==> src/rtl/vga_pkg.sv <==
// -----------------------------------------------------------------------------
// vga_pkg
// Shared constants and types for the VGA scan-out stage.
//   - Default 640x480@60 Hz timing (pixels / lines per region).
//   - Derived raster totals H_TOTAL (800) and V_TOTAL (525).
//   - Scan-out FSM state encoding (WAIT_FILL, RUN).
//   - Pixel width (24-bit {R,G,B}) and the pixel type.
//   - cnt_width(): counter width needed to hold 0..total-1.
// No ports (package).
// -----------------------------------------------------------------------------
package vga_pkg;

    // Horizontal timing, in pixels
    localparam int unsigned H_ACTIVE_DEF = 640;
    localparam int unsigned H_FP_DEF     = 16;
    localparam int unsigned H_SYNC_DEF   = 96;
    localparam int unsigned H_BP_DEF     = 48;

    // Vertical timing, in lines
    localparam int unsigned V_ACTIVE_DEF = 480;
    localparam int unsigned V_FP_DEF     = 10;
    localparam int unsigned V_SYNC_DEF   = 2;
    localparam int unsigned V_BP_DEF     = 33;

    // Asserted level of hsync/vsync (0 = active-low)
    localparam logic SYNC_POL_DEF = 1'b0;

    // Derived totals for the default mode
    localparam int unsigned H_TOTAL = H_ACTIVE_DEF + H_FP_DEF + H_SYNC_DEF + H_BP_DEF;
    localparam int unsigned V_TOTAL = V_ACTIVE_DEF + V_FP_DEF + V_SYNC_DEF + V_BP_DEF;

    localparam int unsigned PIX_W = 24;
    typedef logic [PIX_W-1:0] pixel_t;

    typedef enum logic {
        WAIT_FILL = 1'b0,
        RUN       = 1'b1
    } scan_state_e;

    // Bits needed to count 0..total-1 (at least one bit).
    function automatic int unsigned cnt_width(input int unsigned total);
        return (total > 1) ? $clog2(total) : 1;
    endfunction

endpackage

==> src/rtl/vga_timing_counter.sv <==
// -----------------------------------------------------------------------------
// vga_timing_counter
// Raster position counters for the scan-out stage. h_cnt runs 0..H_TOTAL-1
// and wraps, stepping v_cnt, which runs 0..V_TOTAL-1 and wraps. Counters
// advance only when en=1 and hold otherwise. clr holds both at 0.
//
// Ports:
//   clk     in   system clock
//   rst     in   synchronous, active-high reset
//   clr     in   hold both counters at 0 (scan-out not yet running)
//   en      in   advance the raster by one pixel
//   h_cnt   out  current pixel column
//   v_cnt   out  current line
//   active  out  position lies inside the visible area
//   hs_raw  out  position lies inside the hsync interval (polarity-free)
//   vs_raw  out  position lies inside the vsync interval (polarity-free)
// -----------------------------------------------------------------------------
module vga_timing_counter
    import vga_pkg::*;
#(
    parameter int unsigned H_ACTIVE = H_ACTIVE_DEF,
    parameter int unsigned H_FP     = H_FP_DEF,
    parameter int unsigned H_SYNC   = H_SYNC_DEF,
    parameter int unsigned H_BP     = H_BP_DEF,
    parameter int unsigned V_ACTIVE = V_ACTIVE_DEF,
    parameter int unsigned V_FP     = V_FP_DEF,
    parameter int unsigned V_SYNC   = V_SYNC_DEF,
    parameter int unsigned V_BP     = V_BP_DEF,
    parameter int unsigned H_W      = cnt_width(H_ACTIVE + H_FP + H_SYNC + H_BP),
    parameter int unsigned V_W      = cnt_width(V_ACTIVE + V_FP + V_SYNC + V_BP)
) (
    input  logic           clk,
    input  logic           rst,
    input  logic           clr,
    input  logic           en,
    output logic [H_W-1:0] h_cnt,
    output logic [V_W-1:0] v_cnt,
    output logic           active,
    output logic           hs_raw,
    output logic           vs_raw
);

    localparam int unsigned H_TOT = H_ACTIVE + H_FP + H_SYNC + H_BP;
    localparam int unsigned V_TOT = V_ACTIVE + V_FP + V_SYNC + V_BP;

    localparam logic [H_W-1:0] H_LAST = H_W'(H_TOT - 1);
    localparam logic [V_W-1:0] V_LAST = V_W'(V_TOT - 1);

    // Sync windows, as half-open [start, end) intervals
    localparam int unsigned HS_START = H_ACTIVE + H_FP;
    localparam int unsigned HS_END   = H_ACTIVE + H_FP + H_SYNC;
    localparam int unsigned VS_START = V_ACTIVE + V_FP;
    localparam int unsigned VS_END   = V_ACTIVE + V_FP + V_SYNC;

    // Region compares are done at 32 bits so a window end equal to the
    // total never overflows the counter width.
    logic [31:0] h_ext;
    logic [31:0] v_ext;

    assign h_ext = 32'(h_cnt);
    assign v_ext = 32'(v_cnt);

    always_ff @(posedge clk) begin
        if (rst || clr) begin
            h_cnt <= '0;
            v_cnt <= '0;
        end else if (en) begin
            if (h_cnt == H_LAST) begin
                h_cnt <= '0;
                if (v_cnt == V_LAST) begin
                    v_cnt <= '0;
                end else begin
                    v_cnt <= v_cnt + V_W'(1);
                end
            end else begin
                h_cnt <= h_cnt + H_W'(1);
            end
        end
    end

    always_comb begin
        active = (h_ext < H_ACTIVE) && (v_ext < V_ACTIVE);
        hs_raw = (h_ext >= HS_START) && (h_ext < HS_END);
        vs_raw = (v_ext >= VS_START) && (v_ext < VS_END);
    end

endmodule

==> src/rtl/vga_scan_out.sv <==
// -----------------------------------------------------------------------------
// vga_scan_out
// Pixel scan-out stage of the VGA controller. Generates raster timing
// (640x480@60 Hz by default), pops one pixel from a first-word-fall-through
// FIFO per visible pixel and drives registered RGB, sync and blank to the
// DAC. A visible pixel that finds the FIFO empty is shown black, counted as
// an underflow, and the raster carries on without resynchronising.
//
// Optional feature: define VGA_UNDERFLOW_CNT_EN to build the 16-bit
// saturating underflow counter; otherwise underflow_cnt is tied to 0.
//
// Ports:
//   clk            in   system clock
//   rst            in   synchronous, active-high reset
//   pix_en         in   pixel-clock enable; raster state advances only when 1
//   fifo_empty     in   FIFO empty; fifo_dout valid when 0
//   fifo_dout      in   FWFT head pixel {R,G,B}
//   fifo_rd        out  pop FIFO head (combinational)
//   rgb            out  pixel to DAC, 0 during blanking
//   hsync          out  horizontal sync, asserted level SYNC_POL
//   vsync          out  vertical sync, asserted level SYNC_POL
//   blank          out  1 outside the visible area or before scan-out starts
//   frame_start    out  one-clk pulse aligned with output of pixel (0,0)
//   underflow      out  sticky underflow flag, cleared only by rst
//   underflow_cnt  out  underflowed-pixel count (0 when the feature is off)
// -----------------------------------------------------------------------------
module vga_scan_out
    import vga_pkg::*;
#(
    parameter int unsigned H_ACTIVE = H_ACTIVE_DEF,
    parameter int unsigned H_FP     = H_FP_DEF,
    parameter int unsigned H_SYNC   = H_SYNC_DEF,
    parameter int unsigned H_BP     = H_BP_DEF,
    parameter int unsigned V_ACTIVE = V_ACTIVE_DEF,
    parameter int unsigned V_FP     = V_FP_DEF,
    parameter int unsigned V_SYNC   = V_SYNC_DEF,
    parameter int unsigned V_BP     = V_BP_DEF,
    parameter logic        SYNC_POL = SYNC_POL_DEF
) (
    input  logic             clk,
    input  logic             rst,
    input  logic             pix_en,
    input  logic             fifo_empty,
    input  logic [PIX_W-1:0] fifo_dout,
    output logic             fifo_rd,
    output logic [PIX_W-1:0] rgb,
    output logic             hsync,
    output logic             vsync,
    output logic             blank,
    output logic             frame_start,
    output logic             underflow,
    output logic [15:0]      underflow_cnt
);

    localparam int unsigned H_TOT = H_ACTIVE + H_FP + H_SYNC + H_BP;
    localparam int unsigned V_TOT = V_ACTIVE + V_FP + V_SYNC + V_BP;
    localparam int unsigned H_W   = cnt_width(H_TOT);
    localparam int unsigned V_W   = cnt_width(V_TOT);

    scan_state_e state;
    scan_state_e state_next;

    logic [H_W-1:0] h_cnt;
    logic [V_W-1:0] v_cnt;
    logic           active;
    logic           hs_raw;
    logic           vs_raw;

    logic           step;        // raster advances this cycle
    logic           starve;      // visible pixel with nothing in the FIFO
    pixel_t         rgb_next;
    logic           hsync_next;
    logic           vsync_next;
    logic           blank_next;
    logic           frame_next;

    // -------------------------------------------------------------------------
    // Raster counters
    // -------------------------------------------------------------------------
    vga_timing_counter #(
        .H_ACTIVE (H_ACTIVE),
        .H_FP     (H_FP),
        .H_SYNC   (H_SYNC),
        .H_BP     (H_BP),
        .V_ACTIVE (V_ACTIVE),
        .V_FP     (V_FP),
        .V_SYNC   (V_SYNC),
        .V_BP     (V_BP),
        .H_W      (H_W),
        .V_W      (V_W)
    ) u_timing (
        .clk    (clk),
        .rst    (rst),
        .clr    (state == WAIT_FILL),
        .en     (step),
        .h_cnt  (h_cnt),
        .v_cnt  (v_cnt),
        .active (active),
        .hs_raw (hs_raw),
        .vs_raw (vs_raw)
    );

    // -------------------------------------------------------------------------
    // FSM: state register
    // -------------------------------------------------------------------------
    always_ff @(posedge clk) begin
        if (rst) begin
            state <= WAIT_FILL;
        end else begin
            state <= state_next;
        end
    end

    // -------------------------------------------------------------------------
    // FSM: next state. Scan-out starts once the FIFO holds a pixel and never
    // drops back; an underflow only blanks the starved pixel.
    // -------------------------------------------------------------------------
    always_comb begin
        state_next = state;
        unique case (state)
            WAIT_FILL: if (!fifo_empty) state_next = RUN;
            RUN:       state_next = RUN;
        endcase
    end

    // -------------------------------------------------------------------------
    // FSM: outputs (FIFO handshake and next values for the output registers)
    // -------------------------------------------------------------------------
    always_comb begin
        step = 1'b0;
        unique case (state)
            WAIT_FILL: step = 1'b0;
            // A pop during reset would be lost, so rst masks the step.
            RUN:       step = pix_en & ~rst;
        endcase

        fifo_rd    = step & active & ~fifo_empty;
        starve     = step & active & fifo_empty;

        rgb_next   = fifo_rd ? fifo_dout : '0;
        hsync_next = hs_raw ? SYNC_POL : ~SYNC_POL;
        vsync_next = vs_raw ? SYNC_POL : ~SYNC_POL;
        blank_next = ~active;
        frame_next = step & (h_cnt == '0) & (v_cnt == '0);
    end

    // -------------------------------------------------------------------------
    // Output registers. All DAC-facing outputs load together on a step so
    // sync, blank and rgb stay aligned; frame_start is a single-clk pulse.
    // -------------------------------------------------------------------------
    always_ff @(posedge clk) begin
        if (rst || state == WAIT_FILL) begin
            rgb         <= '0;
            hsync       <= ~SYNC_POL;
            vsync       <= ~SYNC_POL;
            blank       <= 1'b1;
            frame_start <= 1'b0;
        end else begin
            frame_start <= frame_next;
            if (step) begin
                rgb   <= rgb_next;
                hsync <= hsync_next;
                vsync <= vsync_next;
                blank <= blank_next;
            end
        end
    end

    // Sticky flag: once set it stays until rst.
    always_ff @(posedge clk) begin
        if (rst) begin
            underflow <= 1'b0;
        end else if (starve) begin
            underflow <= 1'b1;
        end
    end

`ifdef VGA_UNDERFLOW_CNT_EN
    logic [15:0] uf_count;

    // Saturates at all-ones rather than wrapping back to a misleading low value.
    always_ff @(posedge clk) begin
        if (rst) begin
            uf_count <= '0;
        end else if (starve && (uf_count != 16'hFFFF)) begin
            uf_count <= uf_count + 16'd1;
        end
    end

    assign underflow_cnt = uf_count;
`else
    assign underflow_cnt = 16'd0;
`endif

endmodule

==> config.mk <==
export PLATFORM = sky130hd
export DESIGN_NAME = vga_scan_out
export DESIGN_NICKNAME = d
export VERILOG_FILES = /design/src/rtl/vga_pkg.sv /design/src/rtl/vga_timing_counter.sv /design/src/rtl/vga_scan_out.sv
export SDC_FILE = /design/constraint.sdc
export NUM_CORES = 1
export LEC_CHECK = 0
export CAP_MARGIN = 10
export CORE_AREA = 2 2 85 87
export CTS_BUF_LIST = sky130_fd_sc_hd__clkbuf_2 sky130_fd_sc_hd__clkbuf_4 sky130_fd_sc_hd__clkbuf_8
export CTS_CLUSTER_DIAMETER = 30
export CTS_CLUSTER_SIZE = 8
export DETAILED_ROUTE_END_ITERATION = 8
export DIE_AREA = 0 0 87 89
export SLEW_MARGIN = 20
export SYNTH_ARGS = -nofsm -noshare
export SYNTH_HDL_FRONTEND = slang
export SYNTH_SLANG_ARGS = --single-unit
==> constraint.sdc <==
create_clock -name clk -period 3.7 [get_ports clk]
set_input_delay 0.37 -clock clk [delete_from_list [all_inputs] [get_ports clk]]
set_output_delay 0.37 -clock clk [all_outputs]
set_load 0.005 [all_outputs]
; After elaboration in Yosys (flattened, before gate mapping)
; Cells that the tools add are included.
; Widths: inputs -> output; s select.
[totals]
regBits = 50
input_bits = 28
output_inout_bits = 46
wordCells = 44
[op_classes]
add_sub_neg = 2
n_lt_le_gt_ge = 6
eq_ne = 2
muxes = 8
bitwise_logic = 10
n_reduce_logical = 7
[ops]
columns = cell, count
row1 = $mux 24, 1
row2 = $add 10x1->10 const B, 2
row3 = $eq 10x10->1 const B, 2
row4 = $logic_not 10->1, 2
row5 = $lt 10x10->1 const B, 2
row6 = $lt 10x9->1 const B, 2
row7 = $mux 10, 2
row8 = $ge 10x10->1 const B, 1
row9 = $ge 10x9->1 const B, 1
row10 = $and 1x1->1, 6
row11 = $not 1->1, 4
row12 = $pmux 1 s2, 2
row13 = $logic_and 1x1->1, 3
row14 = $mux 1, 3
row15 = $reduce_and 2->1, 1
row16 = $logic_or 1x1->1, 1

; Logic depth before layout (Yosys ltp)
[depth]
ltp_word = 6
mapped_depth = 7
depth_no_buf = 6

; Hierarchy
; A second synthesis with hierarchy kept.
[unflattened]
cells_unflattened = 216
hier_area_um2 = 2138.3
[by_module_without_submodules]
columns = mod, instances, cells_per_inst, area_per_inst_um2, seq_area_each_um2
row1 = vga_scan_out, 1, 99, 1111.1, 600.6
row2 = vga_timing_counter, 1, 117, 1027.2, 400.4

; Worst setup path after synthesis
; No wires, ideal clock.
[synth_timing]
path_kind = reg-to-reg
from = reg u_timing.h_cnt[0]
to = reg u_timing.v_cnt[9]
setup_time_ns = 0.070
t_arrival_ns = 1.654
required_ns = 3.630
setup_slack_ns = 1.976
stages_incl_launch_ff = 7
n_path_buf = 1
period_less_slack_ns = 1.724
cell_sequence = dfxtp_1 ha_1 and4_2 nand4_4 buf_6 or4_1 a21oi_1
[synth_between]
elab_chain_cells = 2
[synth_lines]
columns = item, line
row1 = "start, declared", vga_timing_counter.sv:36  ; output logic [H_W-1:0] h_cnt,
row2 = "start signal, assigned", vga_timing_counter.sv:76  ; h_cnt <= h_cnt + H_W'(1);
row3 = $eq 10x10->1, vga_timing_counter.sv:68  ; if (h_cnt == H_LAST) begin
row4 = $reduce_and 2->1 (no line), n/a
row5 = "end signal, assigned", vga_timing_counter.sv:73  ; v_cnt <= v_cnt + V_W'(1);
row6 = "end, declared", vga_timing_counter.sv:37  ; output logic [V_W-1:0] v_cnt,
; No other way between the ends.
; A chain may end at the register's enable or synchronous reset.

; Worst setup path after layout
[layout_timing]
from = in rst
to = out fifo_rd
[layout_between]
elab_chain_cells = 5
[layout_lines]
columns = item, line
row1 = "start, declared", vga_scan_out.sv:41  ; input logic rst,
row2 = $not 1->1, vga_scan_out.sv:134  ; RUN: step = pix_en & ~rst;
row3 = $and 1x1->1, vga_scan_out.sv:134
row4 = $pmux 1 s2, vga_scan_out.sv:131  ; unique case (state)
row5 = $and 1x1->1 (2 in a row), vga_scan_out.sv:137  ; fifo_rd = step & active & ~fifo_empty;
row6 = "end, declared", vga_scan_out.sv:45  ; output logic fifo_rd,
; No other way between the ends.

==> flow_metrics.env <==
export IMPL_arrival_ps=2310
export IMPL_die_h_um=89
export IMPL_antenna_found_initial=0
export IMPL_irDropWorstVdd_uv=133
export IMPL_synthAdderAreaFrac_pct=2.14
export IMPL_fp_dieArea_mm2=0.00774
export IMPL_crit_path_max_incr_delay_ps=560
export IMPL_crit_family="buffers and inverters"
export IMPL_ios=74
export IMPL_final_common_cell="clkdlybuf4s50_1"
export IMPL_synth_area_leaders="dfxtp_1, a21oi_1, nor2_1"
export IMPL_skew_ps=6.28
export IMPL_final_setup_viol_count=0
export IMPL_num_vias=2033
export IMPL_synth_compound_area_share_pct=11.9
export IMPL_syn_inst=276
export IMPL_finalPower_w=0.000961
export IMPL_crit_chain="clkdlybuf4s50_1 -> nand4bb_1 -> nor4_4 -> buf_4 -> clkdlybuf4s50_1"
export IMPL_insertion_delay_ps=300
export IMPL_crit_buf_inv=3
export IMPL_p_per_area_mw_per_mm2=318
export IMPL_worst_setup_path_type="input port to primary output"
export IMPL_path_depth=5
export IMPL_rows=30
export IMPL_synth_cell_type_count=45
export IMPL_root_buffer="clkbuf_8"
export IMPL_p_leak_nw=1.03
export IMPL_synth_area_mux_share_pct=0
export IMPL_avgSynthCellArea_um2=8.47
export IMPL_drive_gt1_share_pct=6.04
export IMPL_grt_pass1_wl_mm=9.06
export IMPL_r2r_slack_ps=1870
export IMPL_coreArea_mm2=0.00672
export IMPL_placement_io_buffers=57
export IMPL_dp_hpwl_mm=3.74
export IMPL_drt_initial_drc_count=96
export IMPL_critical_path_peak_fanout=25
export IMPL_hold_buffers=0
export IMPL_hold_viol=0
export IMPL_cp_common_cell="clkdlybuf4s50_1"
export IMPL_critPathRequiredTime_ps=3330
export IMPL_netlist_area_mm2=0.00234
export IMPL_synth_xor_area_share_pct=3.00
export IMPL_reg2reg_depth=5
export IMPL_yosysWarnings=0
export IMPL_ys_ff_latch=50
export IMPL_slew_viol_final=0
export IMPL_synth_simple_area_share_pct=31.3
export IMPL_wl_per_cell_um=13.2
export IMPL_antennaDiodeCount=0
export IMPL_max_freq_ghz=0.373
export IMPL_yosys_area_top_type="dfxtp_1"
export IMPL_synth_top_family_by_area="simple AND/OR/NAND/NOR gates"
export IMPL_grt_max_degree=35
export IMPL_post_cts_buffers=0
export IMPL_worst_path_max_delay_cell="clkdlybuf4s50_1"
export IMPL_drcViolationCount=0
export IMPL_final_cell_mix="clkdlybuf4s50_1, dfxtp_1, nor2_1"
export IMPL_cp_end_kind="primary output"
export IMPL_status="finished, final reports clean"
export IMPL_cts_buffers=5
export IMPL_min_path_type="flip-flop to flip-flop"
export IMPL_grt_overflow_total=0
export IMPL_holdWs_ps=489
export IMPL_vias_per_cell=4.95
export IMPL_final_nets=362
export IMPL_rsz0062_at_grt="no"
export IMPL_area_growth_pct=29.2
export IMPL_clockBufferDepth=2
export IMPL_cts_tree="done"
export IMPL_clock_sinks=50
export IMPL_drv_cap=0
export IMPL_timing_rr_start="u_timing.h_cnt[0]$_SDFFE_PP0P_"
export IMPL_drtAntennaViolNets=0
export IMPL_grt_pass1_vias=1920
export IMPL_period_share_pct=72.5
export IMPL_yosys_area_top_type_share_pct=42.8
export IMPL_initial_core_util_pct=34.8
export IMPL_period_minus_slack_ps=2680
export IMPL_setup_tns_ps=0
export IMPL_crit_end="fifo_rd"
export IMPL_cts_resized=0
export IMPL_path_clk_slew_ps=100
export IMPL_r2r_end="u_timing.v_cnt[7]$_SDFFE_PP0P_"
export IMPL_gp_congestion=0.816
export IMPL_grt_use_total_pct=14.6
export IMPL_crit_start="rst"
export IMPL_h_tree_depth=2
export IMPL_yosysSeqAreaShare_pct=42.8
export IMPL_drt_wl_total_mm=5.41
export IMPL_start_kind="input port"
export IMPL_drt_pass1_iterations=4
export IMPL_fp_dieW_um=87
[cell families (layout without fill, tap and decap cells)]
family,count (synthesis),in the layout
buf+inv,35,75
other cells,1,16
xor+xnor,8,8
compound gates,51,51
fa+ha+maj,4,4
simple gates,127,127
flops,50,50
[through the flow]
stage                     cells  util (%)  setup slack [ps]  instance area (um2)
after floorplan             291         -              1980                 2390
after global placement      403      43.5              1100                 2920
after detailed placement    403      43.5              1080                 2920
after CTS                   411      44.9              1040                 3020
after global routing        411      44.9               912                 3020
final                       411      44.9              1020                 3020
[sequential cells by signal, indices dropped and copies added (netlist names)]
signal          cells
hsync               1
state               1
frame_start         1
blank               1
u_timing.v_cnt     10
underflow           1
vsync               1
rgb                24
u_timing.h_cnt     10
[where the power goes]
group          internal, W  switching, W
combinational    0.0000381     0.0000331
sequential        0.000541    0.00000213
clock             0.000154      0.000193
total             0.000734      0.000228
[tightest hold or removal path: stages, from the launching register on]
cell	delay [ps]
dfxtp_1	340
a21oi_1	40
nor2_1	70
[routing by layer]
layer / vias up / share of wire (%) / track usage, %
met5: - / 0 / 0
met4: 0 / 1.6 / 5.26
met3: 8 / 8.2 / 6.28
met2: 69 / 43 / 22.4
met1: 931 / 47 / 18.3
li1: 1025 / - / -
[how the worst min path moves through the flow]
| stage | cells past startpoint | slack, ps | from | to |
|---|---|---|---|---|
| after floorplan | 1 | 440 | rst | state$_SDFF_PP0_ |
| after global placement | 2 | 470 | blank$_SDFFE_PP1P_ | blank$_SDFFE_PP1P_ |
| after detailed placement | 2 | 470 | underflow$_SDFFE_PP0P_ | underflow$_SDFFE_PP0P_ |
| after CTS | 2 | 500 | underflow$_SDFFE_PP0P_ | underflow$_SDFFE_PP0P_ |
| after global routing | 2 | 530 | hsync$_SDFFE_PP1P_ | hsync$_SDFFE_PP1P_ |
| final | 2 | 490 | underflow$_SDFFE_PP0P_ | underflow$_SDFFE_PP0P_ |
[synth_stat cells, drive strengths merged]
cell type	n
nor2	41
and3b	1
buf	20
nand2b	3
nor2b	24
nand4bb	1
o21ai	7
and2	2
ha	4
or4	3
and3	2
xnor2	4
nor4	3
conb	1
a31oi	1
o41ai	1
nor3	5
or3	3
nand4	7
and4	6
inv	6
o21a	1
nand3	11
and4b	1
a21oi	36
nor4b	1
and2b	2
nand2	10
a41oi	2
dfxtp	50
o31ai	3
xor2	4
nand4b	1
clkbuf	8
clkinvlp	1
[final cells by class]
| class | count | area (um2) |
|---|---|---|
| Fill cell | 651 | 3700 |
| Multi-Input combinational cell | 206 | 1200 |
| Sequential cell | 50 | 1000 |
| Timing Repair Buffer | 60 | 593 |
| Tap cell | 80 | 100 |
| Clock buffer | 6 | 82.6 |
| Inverter | 7 | 27.5 |
| Clock inverter | 2 | 16.3 |
Note: power is estimated with default switching activity, not from simulation.
